==> config.mk <==
export PLATFORM = sky130hd
export DESIGN_NAME = seg7_scan_mux
export DESIGN_NICKNAME = d
export VERILOG_FILES = /design/src/rtl/seg7_scan_mux.sv
export SDC_FILE = /design/constraint.sdc
export NUM_CORES = 1
export LEC_CHECK = 0
export CAP_MARGIN = 30
export CORE_MARGIN = 4
export CORE_UTILIZATION = 54
export DETAILED_ROUTE_END_ITERATION = 12
export PLACE_DENSITY_LB_ADDON = 0.12
export SLEW_MARGIN = 20
export SYNTH_ARGS = -nofsm -noshare
export SYNTH_HDL_FRONTEND = slang
export SYNTH_SLANG_ARGS = --single-unit
==> constraint.sdc <==
create_clock -name clk -period 3.55 [get_ports clk]
set_input_delay 0.355 -clock clk [delete_from_list [all_inputs] [get_ports clk]]
set_output_delay 0.355 -clock clk [all_outputs]
set_load 0.01 [all_outputs]
==> src/rtl/seg7_scan_mux.sv <==
// Time-multiplexed scan driver for an N-digit packed-BCD display.
// Presents one digit nibble and a one-hot enable per slot; new values take effect at frame wrap.
module seg7_scan_mux #(
    parameter int N_DIGITS = 4,
    parameter int PRESCALE = 50000,
    parameter bit BLANK_LZ = 1'b1
) (
    input  logic                  clk,
    input  logic                  rst,
    input  logic                  load,
    input  logic [4*N_DIGITS-1:0] bcd_in,
    output logic                  busy,
    output logic [3:0]            dec,
    output logic [N_DIGITS-1:0]   digit_en,
    output logic                  frame_tick
);

    localparam int CW = (PRESCALE > 1) ? $clog2(PRESCALE) : 1;
    localparam int IW = $clog2(N_DIGITS);
    localparam int DW = 4 * N_DIGITS;

    localparam logic [CW-1:0]       CNT_MAX = CW'(PRESCALE - 1);
    localparam logic [IW-1:0]       IDX_MAX = IW'(N_DIGITS - 1);
    localparam logic [N_DIGITS-1:0] EN_RST  = N_DIGITS'(1);

    logic [CW-1:0]       cnt_q, cnt_d;
    logic [IW-1:0]       idx_q, idx_d;
    logic [DW-1:0]       disp_q, disp_d;
    logic [DW-1:0]       pend_q, pend_d;
    logic                pend_valid_q, pend_valid_d;
    logic [3:0]          dec_q, dec_d;
    logic [N_DIGITS-1:0] digit_en_q, digit_en_d;
    logic                frame_tick_q;

    logic                terminal;
    logic                wrap;
    logic [N_DIGITS-1:0] blank_mask;
    logic                zero_above;

    always_comb begin
        terminal = (cnt_q == CNT_MAX);
        wrap     = terminal && (idx_q == IDX_MAX);
    end

    // Prescaler and slot index
    always_comb begin
        cnt_d = terminal ? '0 : cnt_q + CW'(1);
        idx_d = idx_q;
        if (terminal) begin
            idx_d = (idx_q == IDX_MAX) ? '0 : idx_q + IW'(1);
        end
    end

    // A load landing on the wrap edge bypasses the pending register entirely.
    always_comb begin
        disp_d       = disp_q;
        pend_d       = pend_q;
        pend_valid_d = pend_valid_q;
        if (wrap) begin
            pend_valid_d = 1'b0;
            if (load) begin
                disp_d = bcd_in;
            end else if (pend_valid_q) begin
                disp_d = pend_q;
            end
        end else if (load) begin
            pend_d       = bcd_in;
            pend_valid_d = 1'b1;
        end
    end

    // Digit k>0 is blank when it and every more significant digit are zero.
    always_comb begin
        blank_mask = '0;
        zero_above = 1'b1;
        for (int k = N_DIGITS - 1; k >= 1; k--) begin
            zero_above    = zero_above && (disp_d[4*k +: 4] == 4'd0);
            blank_mask[k] = BLANK_LZ && zero_above;
        end
    end

    // Outputs follow the next-state index and display so they move on the same edge.
    always_comb begin
        dec_d = blank_mask[idx_d] ? 4'hF : disp_d[{idx_d, 2'b00} +: 4];
        for (int k = 0; k < N_DIGITS; k++) begin
            digit_en_d[k] = (idx_d == IW'(k)) && !blank_mask[k];
        end
    end

    always_ff @(posedge clk or posedge rst) begin
        if (rst) begin
            cnt_q        <= '0;
            idx_q        <= '0;
            disp_q       <= '0;
            pend_q       <= '0;
            pend_valid_q <= 1'b0;
            dec_q        <= 4'd0;
            digit_en_q   <= EN_RST;
            frame_tick_q <= 1'b0;
        end else begin
            cnt_q        <= cnt_d;
            idx_q        <= idx_d;
            disp_q       <= disp_d;
            pend_q       <= pend_d;
            pend_valid_q <= pend_valid_d;
            dec_q        <= dec_d;
            digit_en_q   <= digit_en_d;
            frame_tick_q <= wrap;
        end
    end

    assign busy       = pend_valid_q;
    assign dec        = dec_q;
    assign digit_en   = digit_en_q;
    assign frame_tick = frame_tick_q;

endmodule

==> metrics <==
status completed; max-capacitance violation count 0; post-synthesis mux area share 15.51%; synthesized area per cell 11.59 um^2; final core area utilization 68.10%; Syn. warnings 0; number of global-route vias before repair 2011; non-filler instance count after layout 366; Sink Count 60; Resized Gates After CTS 0; R2R depth 6; Inst Count DP 350; H-tree levels 3; footprint of the multi-input gates 0.001338 mm^2; postcts setup bufs 0; clk_skew 11.13 ps; main combinational cell family by area after synthesis multiplexers; Pwr Density 441.2 mW/mm^2; WP data required 3790 ps; grt total ovfl 0; Synth cell types 46; Setup crit start kind register; Storage cell area 0.001503 mm^2; DR iter-0 viols 113; Seq/Total Area, Yosys 50.63%; cell area after placement 0.003294 mm^2; initial antenna violation count 0; Antenna Cells 0; clk slew on worst S/H paths 70 ps; largest area contributor in the netlist dfrtp_1; Clk Latency, worst-skew pair 340 ps; clock tree buffer depth 2; Setup TNS Final 0 ps; first-pass GRT wire length 9770 um; Top FF cell, synth dfrtp_1; die span in y 82.14 um; maximum VDD drop 0.0002572 V; # hold bufs at CTS 0; Area Overhead vs Synth 19.44%; DRT Pass-1 Iters 5; cell count after synthesis 256; Layout Nets 312; Post-Synth Simple-Gate Area 14.97%; CORE AREA 0.005205 mm^2; RSZ-0062 raised after global routing false; share of layout cells above drive strength 1 18.92%; reg2reg start cnt_q[11]; Mapped Area 0.002968 mm^2; Final Hold Viols 0; worst slew pin tran 631.1 ps; adder-cell share of the synthesized area 0.8432%; Rows 26; Synth Area in XOR/XNOR 3.836%; antenna-violating nets left 0; post-synth top area share 49.75%; drt total wl 5804 um; gr usage total 19.88%; asr flop ratio synth 100.0%; Port Buffers 28; Synth Register Bits 60; syn_nets 277; Compound-Gate Fraction of Synth Area 9.907%; crit-path max FO 20; post-DR vias/cell 5.626; Tightest Hold Check Type in2async; Post-Layout Inst Area 0.003545 mm^2; minimum clock period 2774 ps; Final setup viols 0; EDFF count, synth 0; period utilization 78.15%; Crit. End Element register; wire per inst 15.86 um; drt drc 0; worst r2r dst dec[0]; LEAKAGE 1.599 nW; CP arrival 3020 ps; I/O pin count 29; DR vias 2059; Final GP Congestion 0.8353; main area contributors after synthesis dfrtp_1, mux2i_1, mux2_2, o21ai_0, nand2_1; Initial Util 57.02%; TritonCTS clock tree built; CP Class reg2reg; Worst R2R Setup Slack 780 ps; Peak Freq 360.4 MHz; worst relative slew slack 57.77%; clk root buf clkbuf_8; largest net degree at the start of global routing 35; Die Width 82.14 um; CTS Buf Count 9; Filler cells 401; Slew Limit Fails 0; hpwl dp 4040 um; die area 0.006746 mm^2
==> power by group <==
part | internal [W] | switching, W
Clock | 0.000504 | 0.000252
Combinational | 0.0000514 | 0.0000453
Sequential | 0.000702 | 0.00000955
Total | 0.00126 | 0.000307
==> through the flow <==
step	hold slack (ps)	worst slack (ps)	power, W
floorplan	425.1	922.6	0.0007801
global placement	449.0	848.6	0.0008176
detailed placement	446.1	790.1	0.0008222
CTS	264.8	776.8	0.001585
global route	292.9	635.2	0.001628
finish	272.6	775.5	0.001564
==> metal layers <==
| metal | GRT usage, % | wire (um) | vias to the layer above |
|---|---|---|---|
| li1 | - | - | 1000 |
| met1 | 27.14 | 2726 | 983 |
| met2 | 29.89 | 2665 | 65 |
| met3 | 4.989 | 302 | 11 |
| met4 | 9.136 | 109 | 0 |
| met5 | 0 | 0 | - |
==> kinds of logic after synthesis <==
group,after synthesis
DFF,60
AOI/OAI and AO/OA,47
and+or+nand+nor,78
adders and majority gates,2
xor gates and xnor gates,13
muxes,43
buffers and inverters,13
==> sequential cells by signal (all words and copies together) (netlist names) <==
name,cells
digit_en,4
pend_q,16
idx_q,2
busy,1
frame_tick,1
cnt_q,16
dec,4
disp_q,16
==> synthesized netlist by cell type, types with 2 or more instances <==
cell type and instances:
nor4_1 6, o221ai_1 4, xnor2_1 4, mux2_2 16, nand2_1 28, nor4_4 2, nand4_1 2, mux2i_1 22
xor2_1 9, ha_1 2, buf_6 4, mux2_1 4, and3_2 2, o21ai_1 7, and3_1 5, nor2b_1 2
o21ai_0 22, dfrtp_1 59, o211ai_1 9, nand2_2 2, nand3_1 7, nor2_1 14
==> worst max-delay path: stages (launching register included) <==
cell	delay (ps)
dfrtp_1	430
or4b_1	700
or4_4	670
or3_4	440
a21oi_2	150
a22oi_2	90
o221ai_1	200
==> cell usage in the layout, fill, tap and decap left out, drive strengths merged, types with 2 or more instances in the layout <==
cell type	synthesis	routed
and3	7	7
buf	6	7
bufinv	1	4
clkbuf	3	12
clkdlybuf4s50	1	28
dfrtp	59	59
ha	2	2
mux2	21	21
mux2i	22	22
nand2	30	30
nand3	7	7
nand4	2	2
nor2	14	14
nor2b	2	2
nor4	9	9
o211ai	9	9
o21ai	30	30
o221ai	4	4
or4b	2	2
xnor2	4	4
xor2	9	9
==> worst max-delay path by stage <==
stage               from  slack (ps)  endpoint
3_5_place_dp   cnt_q[11]         790    dec[0]
5_1_grt        cnt_q[11]         640    dec[3]
4_1_cts        cnt_q[11]         780    dec[0]
3_3_place_gp   cnt_q[11]         850    dec[2]
2_1_floorplan   cnt_q[5]         920    dec[0]
6_report       cnt_q[11]         780    dec[0]
==> area by class of cell <==
cell class / count / area share [%]
inverters: 2 / 0.6001
clock buffers: 12 / 4.377
repair buffers: 35 / 9.742
well taps: 70 / 2.471
multi-input cells: 183 / 37.73
clock inverters: 4 / 2.683
flip-flops and latches: 60 / 42.39
Power figures use the tool's default switching activity.
